--- config.mk ---
export PLATFORM = sky130hd
export DESIGN_NAME = ddma_send_scheduler
export DESIGN_NICKNAME = d
export VERILOG_FILES = /design/src/rtl/ddma_send_scheduler_pkg.sv /design/src/rtl/ddma_send_scheduler_desc_fifo.sv /design/src/rtl/ddma_send_scheduler.sv
export SDC_FILE = /design/constraint.sdc
export NUM_CORES = 1
export LEC_CHECK = 0
export CAP_MARGIN = 20
export CORE_ASPECT_RATIO = 1.5
export CORE_MARGIN = 4
export CORE_UTILIZATION = 45
export CTS_CLUSTER_SIZE = 10
export DETAILED_ROUTE_END_ITERATION = 7
export HOLD_SLACK_MARGIN = 0.03
export PLACE_DENSITY = 0.71
export SLEW_MARGIN = 20
export SYNTH_ARGS = -nofsm -noshare
export SYNTH_HDL_FRONTEND = slang
export SYNTH_HIERARCHICAL = 1
export SYNTH_SLANG_ARGS = --single-unit
--- constraint.sdc ---
create_clock -name clock -period 4 [get_ports clock]
set_input_delay 0.4 -clock clock [delete_from_list [all_inputs] [get_ports clock]]
set_output_delay 0.4 -clock clock [all_outputs]
set_load 0.02 [all_outputs]
--- src/rtl/ddma_send_scheduler_pkg.sv ---
// Shared types and constants for the DDMA send scheduler.
//   word_t        : one MMIO data/address word
//   send_desc_t   : a queued send descriptor {dest, addr, size}
//   sched_state_t : issue FSM states
//   REG_*         : MMIO word register indices
//   ST_* / CTRL_* / ERR_* : bit positions inside STATUS, CTRL and err
package ddma_send_scheduler_pkg;

    localparam int WORD_W = 32;

    typedef logic [WORD_W-1:0] word_t;

    typedef struct packed {
        word_t dest;
        word_t addr;
        word_t size;
    } send_desc_t;

    typedef enum logic [1:0] {
        IDLE     = 2'd0,
        ISSUE    = 2'd1,
        WAIT_ACK = 2'd2,
        WAIT_REL = 2'd3
    } sched_state_t;

    localparam logic [2:0] REG_DEST   = 3'd0;
    localparam logic [2:0] REG_ADDR   = 3'd1;
    localparam logic [2:0] REG_SIZE   = 3'd2;
    localparam logic [2:0] REG_PUSH   = 3'd3;
    localparam logic [2:0] REG_STATUS = 3'd4;
    localparam logic [2:0] REG_DONE   = 3'd5;
    localparam logic [2:0] REG_CTRL   = 3'd6;

    localparam int ST_COUNT_LSB = 0;
    localparam int ST_COUNT_W   = 8;
    localparam int ST_EMPTY     = 8;
    localparam int ST_FULL      = 9;
    localparam int ST_BUSY      = 10;
    localparam int ST_ERR_LSB   = 11;

    localparam int CTRL_IRQ_EN  = 0;
    localparam int CTRL_CLEAR   = 1;

    localparam int ERR_OVERFLOW = 0;
    localparam int ERR_TIMEOUT  = 1;

endpackage

--- src/rtl/ddma_send_scheduler_desc_fifo.sv ---
// Circular descriptor FIFO for the DDMA send scheduler.
// Ports:
//   clock, reset  : clock, synchronous active-low reset (flushes pointers/count)
//   push_i/data_i : enqueue request; dropped when full unless popping the same cycle
//   pop_i         : dequeue request; ignored when empty
//   head_o        : entry at the read pointer
//   full_o/empty_o/count_o : occupancy
module desc_fifo
    import ddma_send_scheduler_pkg::*;
#(
    parameter int  DEPTH = 4,
    parameter type T     = send_desc_t
) (
    input  logic                     clock,
    input  logic                     reset,
    input  logic                     push_i,
    input  T                         data_i,
    input  logic                     pop_i,
    output T                         head_o,
    output logic                     full_o,
    output logic                     empty_o,
    output logic [$clog2(DEPTH):0]   count_o
);

    localparam int PW = $clog2(DEPTH);
    localparam logic [PW:0] FULL_COUNT = (PW+1)'(DEPTH);

    T               mem_q [DEPTH];
    logic [PW-1:0]  wr_ptr_q;
    logic [PW-1:0]  rd_ptr_q;
    logic [PW:0]    count_q;
    logic           do_push;
    logic           do_pop;

    assign do_pop  = pop_i && (count_q != '0);
    // A pop frees a slot on the same edge, so a push while full is still accepted then.
    assign do_push = push_i && ((count_q != FULL_COUNT) || do_pop);

    always_ff @(posedge clock) begin
        if (!reset) begin
            wr_ptr_q <= '0;
            rd_ptr_q <= '0;
            count_q  <= '0;
        end else begin
            if (do_push) wr_ptr_q <= wr_ptr_q + PW'(1);
            if (do_pop)  rd_ptr_q <= rd_ptr_q + PW'(1);
            if (do_push && !do_pop)      count_q <= count_q + (PW+1)'(1);
            else if (do_pop && !do_push) count_q <= count_q - (PW+1)'(1);
        end
    end

    // Storage carries no reset; validity is tracked by the pointers and count.
    always_ff @(posedge clock) begin
        if (do_push) mem_q[wr_ptr_q] <= data_i;
    end

    assign head_o  = mem_q[rd_ptr_q];
    assign full_o  = (count_q == FULL_COUNT);
    assign empty_o = (count_q == '0);
    assign count_o = count_q;

endmodule

--- src/rtl/ddma_send_scheduler.sv ---
// DDMA send scheduler: queues CPU-posted send descriptors and issues them to
// the DDMA send engine one at a time over a 4-phase cmd/ack handshake.
// Ports:
//   clock, reset             : clock, synchronous active-low reset
//   reg_wr_in/reg_rd_in      : MMIO write/read strobes
//   reg_idx_in/reg_data_in   : word register index and write data
//   reg_data_out             : registered read data (one cycle after reg_rd_in)
//   send_dest/addr/size_out  : descriptor presented to the DDMA
//   send_cmd_out/send_ack_in : 4-phase handshake with the DDMA
//   irq_out                  : level completion interrupt
// MEMORY_WIDTH must equal WORD_W of the package (descriptor fields are word_t).
//
// Handshake: the descriptor is registered one cycle before cmd rises and is
// held until the next pop. cmd stays high until ack is seen high, then falls;
// the transfer completes when ack is seen low again. A new cmd is never raised
// while ack is still high. Either wait phase gives up after ACK_TIMEOUT cycles.
module ddma_send_scheduler
    import ddma_send_scheduler_pkg::*;
#(
    parameter int MEMORY_WIDTH = WORD_W,
    parameter int QUEUE_DEPTH  = 4,
    parameter int ACK_TIMEOUT  = 1024
) (
    input  logic                    clock,
    input  logic                    reset,
    input  logic                    reg_wr_in,
    input  logic                    reg_rd_in,
    input  logic [2:0]              reg_idx_in,
    input  logic [MEMORY_WIDTH-1:0] reg_data_in,
    output logic [MEMORY_WIDTH-1:0] reg_data_out,
    output logic [MEMORY_WIDTH-1:0] send_dest_out,
    output logic [MEMORY_WIDTH-1:0] send_addr_out,
    output logic [MEMORY_WIDTH-1:0] send_size_out,
    output logic                    send_cmd_out,
    input  logic                    send_ack_in,
    output logic                    irq_out
);

    localparam int CW = $clog2(QUEUE_DEPTH) + 1;
    localparam int TW = $clog2(ACK_TIMEOUT + 1);
    localparam logic [TW-1:0] TIMER_MAX = TW'(ACK_TIMEOUT);

    sched_state_t   state_q;
    logic           cmd_q;
    word_t          send_dest_q, send_addr_q, send_size_q;
    logic [TW-1:0]  timer_q;

    word_t          dest_q, addr_q, size_q;
    word_t          done_count_q, done_count_d;
    logic [1:0]     err_q, err_d;
    logic           irq_en_q;
    logic           pending_q, pending_d;
    word_t          reg_data_q, rd_data_d;

    send_desc_t       stage_desc, head_desc;
    logic             fifo_full, fifo_empty;
    logic [CW-1:0]    fifo_count;

    logic wr_push, wr_done, ctrl_clear;
    logic pop, complete, ack_timeout, overflow;

    assign wr_push    = reg_wr_in && (reg_idx_in == REG_PUSH);
    assign wr_done    = reg_wr_in && (reg_idx_in == REG_DONE);
    assign ctrl_clear = reg_wr_in && (reg_idx_in == REG_CTRL) && reg_data_in[CTRL_CLEAR];

    // An ack still high from a previous transfer blocks the next issue.
    assign pop         = (state_q == IDLE) && !fifo_empty && !send_ack_in;
    assign complete    = (state_q == WAIT_REL) && !send_ack_in;
    assign ack_timeout = (timer_q == TIMER_MAX) &&
                         (((state_q == WAIT_ACK) && !send_ack_in) ||
                          ((state_q == WAIT_REL) &&  send_ack_in));
    assign overflow    = wr_push && fifo_full && !pop;

    assign stage_desc = '{dest: dest_q, addr: addr_q, size: size_q};

    desc_fifo #(
        .DEPTH (QUEUE_DEPTH),
        .T     (send_desc_t)
    ) u_fifo (
        .clock   (clock),
        .reset   (reset),
        .push_i  (wr_push),
        .data_i  (stage_desc),
        .pop_i   (pop),
        .head_o  (head_desc),
        .full_o  (fifo_full),
        .empty_o (fifo_empty),
        .count_o (fifo_count)
    );

    // Issue FSM with registered handshake outputs.
    always_ff @(posedge clock) begin
        if (!reset) begin
            state_q     <= IDLE;
            cmd_q       <= 1'b0;
            send_dest_q <= '0;
            send_addr_q <= '0;
            send_size_q <= '0;
            timer_q     <= '0;
        end else begin
            case (state_q)
                IDLE: begin
                    if (pop) begin
                        send_dest_q <= head_desc.dest;
                        send_addr_q <= head_desc.addr;
                        send_size_q <= head_desc.size;
                        state_q     <= ISSUE;
                    end
                end
                ISSUE: begin
                    cmd_q   <= 1'b1;
                    timer_q <= TW'(1);
                    state_q <= WAIT_ACK;
                end
                WAIT_ACK: begin
                    if (send_ack_in) begin
                        cmd_q   <= 1'b0;
                        timer_q <= TW'(1);
                        state_q <= WAIT_REL;
                    end else if (ack_timeout) begin
                        // Descriptor is abandoned; the DDMA sees cmd withdrawn.
                        cmd_q   <= 1'b0;
                        state_q <= IDLE;
                    end else begin
                        timer_q <= timer_q + TW'(1);
                    end
                end
                WAIT_REL: begin
                    if (!send_ack_in || ack_timeout) state_q <= IDLE;
                    else                             timer_q <= timer_q + TW'(1);
                end
                default: state_q <= IDLE;
            endcase
        end
    end

    // Sticky error and interrupt state: new events win over a same-cycle clear.
    always_comb begin
        err_d = err_q;
        if (ctrl_clear) err_d = 2'b00;
        if (overflow)    err_d[ERR_OVERFLOW] = 1'b1;
        if (ack_timeout) err_d[ERR_TIMEOUT]  = 1'b1;

        pending_d = pending_q && !ctrl_clear;
        if (complete && irq_en_q) pending_d = 1'b1;

        done_count_d = done_count_q;
        if (wr_done)  done_count_d = '0;
        if (complete) done_count_d = done_count_d + 32'd1;
    end

    always_comb begin
        rd_data_d = '0;
        case (reg_idx_in)
            REG_DEST:   rd_data_d = dest_q;
            REG_ADDR:   rd_data_d = addr_q;
            REG_SIZE:   rd_data_d = size_q;
            REG_STATUS: begin
                rd_data_d[ST_COUNT_LSB +: ST_COUNT_W] = ST_COUNT_W'(fifo_count);
                rd_data_d[ST_EMPTY]                   = fifo_empty;
                rd_data_d[ST_FULL]                    = fifo_full;
                rd_data_d[ST_BUSY]                    = (state_q != IDLE);
                rd_data_d[ST_ERR_LSB +: 2]            = err_q;
            end
            REG_DONE:   rd_data_d = done_count_q;
            REG_CTRL:   rd_data_d[CTRL_IRQ_EN] = irq_en_q;
            default:    rd_data_d = '0;
        endcase
    end

    always_ff @(posedge clock) begin
        if (!reset) begin
            dest_q       <= '0;
            addr_q       <= '0;
            size_q       <= '0;
            irq_en_q     <= 1'b0;
            err_q        <= 2'b00;
            pending_q    <= 1'b0;
            done_count_q <= '0;
            reg_data_q   <= '0;
        end else begin
            if (reg_wr_in) begin
                case (reg_idx_in)
                    REG_DEST: dest_q   <= reg_data_in;
                    REG_ADDR: addr_q   <= reg_data_in;
                    REG_SIZE: size_q   <= reg_data_in;
                    REG_CTRL: irq_en_q <= reg_data_in[CTRL_IRQ_EN];
                    default: ;
                endcase
            end
            err_q        <= err_d;
            pending_q    <= pending_d;
            done_count_q <= done_count_d;
            if (reg_rd_in) reg_data_q <= rd_data_d;
        end
    end

    assign reg_data_out  = reg_data_q;
    assign send_dest_out = send_dest_q;
    assign send_addr_out = send_addr_q;
    assign send_size_out = send_size_q;
    assign send_cmd_out  = cmd_q;
    assign irq_out       = pending_q && irq_en_q;

endmodule
# --- Word-level counts from Yosys, hierarchy flattened ---
# Memories as Yosys holds them, arrays and structs flattened. A register that Yosys moved wholly into a read port is not among the register bits.
# Index checks and enable logic that the tools add are counted.
totals:
  mem_bits_rw: 384
  input_bits: 40
  regBits: 185
  out_inout_bits: 130
  elab_cells: 111
  mem_count: 1
mem_list:
  columns: ["name", "words", "word_bits", "read_ports", "rd_ports_with_merged_regs", "wr", "line_no", "text"]
  rows:
  - ["u_fifo.mem_q", 4, 96, 1, 1, 1, "ddma_send_scheduler_desc_fifo.sv:28", "T mem_q [DEPTH];"]
op_classes:
  reduce_logical: 47
  eq_ne: 17
  n_mux: 25
  n_addsub: 6
ops:
  columns: ["operator", "n"]
  rows:
  - ["case mux 19 bit (4 select lines)", 1]
  - ["2-to-1 mux 32 bit", 2]
  - ["case mux 12 bit (5 select lines)", 1]
  - ["2-to-1 mux 11 bit", 3]
  - ["case mux 11 bit (3 select lines)", 1]
  - ["adder 32 x 1 -> 32 bit, second input constant", 1]
  - ["logical AND 1 bit", 19]
  - ["equality test 3 bit, second input constant", 4]
  - ["AND reduction 2 bit", 6]
  - ["adder 11 x 1 -> 11 bit, second input constant", 1]
  - ["equality test 11 bit, second input constant", 1]
  - ["2-to-1 mux 2 bit", 5]
  - ["nonzero test 2 bit", 5]
  - ["!= test 3 bit, second input constant", 3]
  - ["case mux 2 bit (4 select lines)", 1]
  - ["zero test 1 bit", 7]
  - ["2-to-1 mux 1 bit", 7]
  - ["equality test 3 x 2 -> 1 bit, second input constant", 2]
  - ["zero test 3 bit", 2]
  - ["2-to-1 mux 3 bit", 2]
  - ["case mux 1 bit (6 select lines)", 1]
  - ["AND reduction 3 bit", 2]
  - ["nonzero test 3 bit", 2]
  - ["adder 2 x 1 -> 2 bit, second input constant", 2]
  - ["other kinds (10)", 14]

# --- Logic depth before layout (Yosys ltp) ---
logic_depth:
  ltp_word: 11
  mapped_depth: 13
  depth_no_buf: 12

# --- Modules after synthesis ---
# Netlist, hierarchy kept.
modules_own_cells:
  columns: ["module", "area_each_um2", "cells_per_inst", "n_inst"]
  rows:
  - ["desc_fifo", 14320.0, 550, 1]
  - ["ddma_send_scheduler", 10849.2, 1354, 1]

# --- Worst setup path before layout ---
# No wires, ideal clock.
synth_path:
  path_kind: "input -> register"
  startpoint: "input send_ack_in"
  endpoint: "memory u_fifo/mem_q[2][0] in the netlist's numbering, enable pin"
  t_arrival_ns: 3.801
  path_buffers: 2
  stages: 8
  setup_time_ns: 0.466
  required_time_ns: 3.534
  setup_slack_ns: -0.267
  path_cell_list: "buf_6 nor2_1 nand2_1 inv_2 clkbuf_1 inv_1 a21boi_2 and2_1"
synth_via:
  elab_chain_len: 7
synth_lines:
  columns: ["item", "line_no", "text"]
  rows:
  - ["start, declared", "ddma_send_scheduler.sv:35", "input logic send_ack_in,"]
  - ["zero test 1 bit", "ddma_send_scheduler.sv:67", "assign pop = (state_q == IDLE) && !fifo_empty && !send_ack_in;"]
  - ["logical AND 1 bit", "ddma_send_scheduler.sv:67", null]
  - ["net pop", "ddma_send_scheduler.sv:60", "logic pop, complete, ack_timeout, overflow;"]
  - ["logical AND 1 bit", "ddma_send_scheduler_desc_fifo.sv:35", "assign do_pop = pop_i && (count_q != '0);"]
  - ["logical OR 1 bit", "ddma_send_scheduler_desc_fifo.sv:37", "assign do_push = push_i && ((count_q != FULL_COUNT) || do_pop);"]
  - ["logical AND 1 bit", "ddma_send_scheduler_desc_fifo.sv:37", null]
  - ["net u_fifo.do_push", "ddma_send_scheduler_desc_fifo.sv:32", "logic do_push;"]
  - ["2-to-1 mux 1 bit", "ddma_send_scheduler_desc_fifo.sv:54", "if (do_push) mem_q[wr_ptr_q] <= data_i;"]
  - ["2-to-1 mux 1 bit (not written as such)", "ddma_send_scheduler_desc_fifo.sv:54", null]
  - ["end, declared", "ddma_send_scheduler_desc_fifo.sv:28", null]
# The timed path passes the listed nets, and every way through them passes these cells.

# --- Worst setup path in the final report ---
layout_path:
  startpoint: "register u_fifo.count_q[1], in the netlist u_fifo/count_o[1]"
  endpoint: "register u_fifo.count_q[2], in the netlist u_fifo/count_o[2]"
layout_via:
  elab_chain_len: 10
  word_cells_on_any_way: 18
layout_lines:
  columns: ["item", "line_no", "text"]
  rows:
  - ["start, declared", "ddma_send_scheduler_desc_fifo.sv:31", "logic [PW:0] count_q;"]
  - ["start signal, assigned", "ddma_send_scheduler_desc_fifo.sv:47", "if (do_push && !do_pop) count_q <= count_q + (PW+1)'(1);"]
  - ["start signal, assigned", "ddma_send_scheduler_desc_fifo.sv:48", "else if (do_pop && !do_push) count_q <= count_q - (PW+1)'(1);"]
  - ["zero test 3 bit (*)", "ddma_send_scheduler_desc_fifo.sv:59", "assign empty_o = (count_q == '0);"]
  - ["net fifo_empty", "ddma_send_scheduler.sv:56", "logic fifo_full, fifo_empty;"]
  - ["zero test 1 bit (*)", "ddma_send_scheduler.sv:67", null]
  - ["logical AND 1 bit (*) (2 in a row)", "ddma_send_scheduler.sv:67", null]
  - ["logical AND 1 bit (*)", "ddma_send_scheduler_desc_fifo.sv:35", null]
  - ["logical OR 1 bit", "ddma_send_scheduler_desc_fifo.sv:37", null]
  - ["logical AND 1 bit", "ddma_send_scheduler_desc_fifo.sv:37", null]
  - ["zero test 1 bit", "ddma_send_scheduler_desc_fifo.sv:48", null]
  - ["logical AND 1 bit", "ddma_send_scheduler_desc_fifo.sv:48", null]
  - ["nonzero test 2 bit (no line)", null, null]
# The timed path passes the listed nets; every way through them passes the cells marked *. The select of a mux whose other input is x is not followed.
# A chain may end at the register's enable or synchronous reset.

==> summary.md <==
| Metric | Value |
|---|---|
| Outcome | `finished, final reports clean` |
| # diodes | `0` |
| Slew @ Worst Pin | `around 940 ps` |
| Worst-path cell chain | `nor3_1 -> nor2_1 -> nand2_4 -> clkinv_2 -> o31ai_1 -> ha_1 -> inv_1 -> fa_1 -> xor2_1 -> or3_1 -> a21boi_0` |
| Die H | `298 µm` |
| Mean Syn Cell Area | `13.2 µm²` |
| Final Skew | `14.5 ps` |
| Die X | `201 µm` |
| Layout cells sized above 1 | `12.1%` |
| Placer Congestion | `~0.85` |
| Max VDD drop | `252 µV` |
| Port Buffers | `169` |
| RSZ-0062 raised after global routing | `no` |
| Largest net degree at the start of global routing | `98` |
| CP Buf/Inv Count | `2` |
| Postcts setup bufs | `0` |
| Deepest clock path buffer count | `3` |
| Fillers | `4403` |
| Critical Path AT | `approximately 3200 ps` |
| Power Dens Cells | `slightly below 500 nW/µm²` |
| # rows | `105` |
| Core region area | `55000 µm²` |
| Post-synth EDFFs | `384` |
| Gate Count Post-Synth | `1904` |
| Vias per std cell | `about 5.6` |
| Synth Flop Type | `edfxtp_1` |
| Worst setup SP type | `register` |
| Slowest CP cell | `nor3_1` |
| Final ANT Viol Nets | `0` |
| Top Ports | `170` |
| Via count | `roughly 16000` |
| Worst min path class | `primary input to register` |
| Hold path depth | `3` |
| Antenna violations before repair | `0` |
| Final net count | `2127` |
| Initial Utilization | `45.7%` |
| GRT overflow | `0` |
| CTS Hold Bufs | `0` |
| Post-synth ARST share | `0%` |
| Worst r2r path cells | `11` |
| Syn Nets | `between 1500 and 2000` |
| P&R area growth vs syn | `19.1%` |
| Placed cell areas | `roughly 28000 µm²` |
| Setup violations, final | `0` |
| Initial drt markers | `1517` |
| Setup TNS | `0 ps` |
| Sequential area share after synthesis | `around two thirds` |
| Critical path type | `register to register` |
| Fmax achieved | `372 MHz` |
| CP Capture Type | `register` |
| Final hold violation count | `0` |
| Post-synth cell types | `64` |
| Total Power | `14.6 mW` |
| Fin. max-slew vios | `0` |
| Max-cap violations | `0` |
| TritonRoute pass-1 iters | `5` |
| CP Depth | `11` |
| Slowest stage delay, CP | `400 ps` |
| Yosys warnings | `6` |
| Dpl hpwl | `roughly 40000 µm` |
| CTS root buf | `clkbuf_16` |
| Reg clk slew, reported paths | `60 ps` |
| Fin crit period | `between 2000 and 3000 ps` |
| Headroom to the max-slew limit | `37.5%` |
| Vias in the first global route | `16379` |
| CTS buffer count | `76` |
| Total track usage | `20.4%` |
| Fin util | `between 50% and 60%` |
| Top delay family on crit path | `simple AND/OR/NAND/NOR gates` |
| Mapped cell area | `25200 µm²` |
| Clock Latency Late Sink | `590 ps` |
| CTS H-tree depth | `3` |
| Leak | `9.29 nW` |
| Critical path peak fanout | `7` |
| DR WL/cell | `21.9 µm` |
| Req. time, crit path | `approximately 4500 ps` |
| Die ar. | `about 60000 µm²` |
| # clock sinks | `667` |
| Remaining DRCs | `0` |
| Fin crit share | `67.1%` |
| Register area | `17200 µm²` |
| Multi-input gate area | `7360 µm²` |
| Final WL | `61900 µm` |
| First-pass GRT wire length | `approximately 96000 µm` |
| Synth Register Bits | `667` |
| Post-CTS Resized | `0` |
| Finished Cell Area | `around 30000 µm²` |
| CTS tree | `done` |
[cell usage after synthesis (all sizes together), types with 7 or more instances]
| master | count | share of area, % |
|---|---|---|
| dfxtp | 283 | 23 |
| buf | 34 | 0.94 |
| nor2 | 76 | 1.1 |
| ha | 8 | 0.40 |
| nand3 | 16 | 0.32 |
| a22oi | 50 | 1.5 |
| o21ai | 17 | 0.34 |
| and2 | 13 | 0.32 |
| nand4 | 10 | 0.31 |
| edfxtp | 384 | 46 |
| and3 | 9 | 0.23 |
| xnor2 | 18 | 0.63 |
| xor2 | 17 | 0.59 |
| mux4 | 103 | 9.2 |
| mux2i | 7 | 0.28 |
| or3 | 8 | 0.20 |
| a21oi | 256 | 5.1 |
| inv | 18 | 0.27 |
| nand2 | 430 | 6.4 |
| clkbuf | 86 | 1.4 |
[registers in the layout, indices dropped and copies added, names as in the netlist, 3 cells and up, named ones only]
register,count
send_size_out,32
u_fifo/mem_q,384
done_count_q,32
send_addr_out,32
addr_q,32
size_q,32
reg_data_out,32
timer_q,11
dest_q,32
send_dest_out,32
u_fifo/count_o,3
[final cells by class]
class / instances / share of cell area [%]
Multi-Input combinational cell: 1099 / 24.6
Timing Repair Buffer: 216 / 7.47
Sequential cell: 667 / 57.4
Inverter: 18 / 0.246
Clock buffer: 133 / 7.45
Tap cell: 695 / 2.90
[worst min-delay path: stages]
cell             delay [ps]
clkdlybuf4s50_1         450
nand2_1                  80
a21oi_1                  50
[power breakdown]
part / internal [mW] / switching, mW
combinational: 0.347 / 0.514
clock: 3.75 / 2.52
sequential: 7.35 / 0.111
[per-layer routing]
metal | part of all wire [%] | vias up | global-route usage (%)
met5 | 0 | - | 0
met3 | 5.8 | 121 | 3.62
met4 | 3.7 | 0 | 8.46
li1 | - | 7300 | -
met1 | 38 | 7938 | 24.5
met2 | 52 | 566 | 36.2
[layout by cell type (no fill, tap or decap), drive strengths merged, types with 2 or more instances in the layout]
| cell | netlist | routed |
|---|---|---|
| a211o | 3 | 3 |
| a21boi | 3 | 3 |
| a21oi | 256 | 256 |
| a221oi | 5 | 5 |
| a22oi | 50 | 50 |
| a32oi | 3 | 3 |
| and2 | 13 | 13 |
| and3 | 9 | 9 |
| and3b | 2 | 2 |
| and4 | 2 | 2 |
| buf | 34 | 47 |
| clkbuf | 86 | 133 |
| clkdlybuf4s50 | 0 | 169 |
| dfxtp | 283 | 283 |
| edfxtp | 384 | 384 |
| ha | 8 | 8 |
| inv | 18 | 17 |
| mux2i | 7 | 7 |
| mux4 | 103 | 103 |
| nand2 | 430 | 430 |
| nand3 | 16 | 16 |
| nand4 | 10 | 10 |
| nor2 | 76 | 76 |
| nor2b | 2 | 2 |
| nor3 | 6 | 6 |
| nor3b | 3 | 3 |
| nor4 | 3 | 3 |
| nor4b | 2 | 2 |
| o2111ai | 5 | 5 |
| o211ai | 4 | 4 |
| o21ai | 17 | 17 |
| o31ai | 3 | 3 |
| or2 | 3 | 3 |
| or3 | 8 | 8 |
| xnor2 | 18 | 18 |
| xor2 | 17 | 17 |
[worst paths after layout]
path,startpoint,to,slack (ps)
setup / recovery,u_fifo/count_o[1],u_fifo/count_o[2],1310
hold / removal,reg_data_in[18],size_q[18],440
setup reg to reg,u_fifo/count_o[1],u_fifo/count_o[2],1310
hold reg to reg,send_dest_out[3],send_dest_out[3],450
[cells by family (layout without fill, tap and decap cells)]
logic type | after synthesis | after routing | share of synthesized area, %
buf+inv | 138 | 367 | 2.58
xor+xnor | 35 | 35 | 1.22
simple gates | 590 | 590 | 9.92
flops | 667 | 667 | 68.3
mux | 110 | 110 | 9.49
fa+ha+maj | 9 | 9 | 0.477
compound gates | 355 | 355 | 7.99
[metrics by stage]
step / cells / hold WS, ps / setup slack (ps)
6_report: 2828 / 440 / 1310
2_1_floorplan: 1904 / 448 / 787
3_3_place_gp: 2694 / 448 / 857
5_1_grt: 2828 / 459 / 1160
4_1_cts: 2827 / 415 / 1380
3_5_place_dp: 2694 / 447 / 776
(Power assumes the default switching activity.)
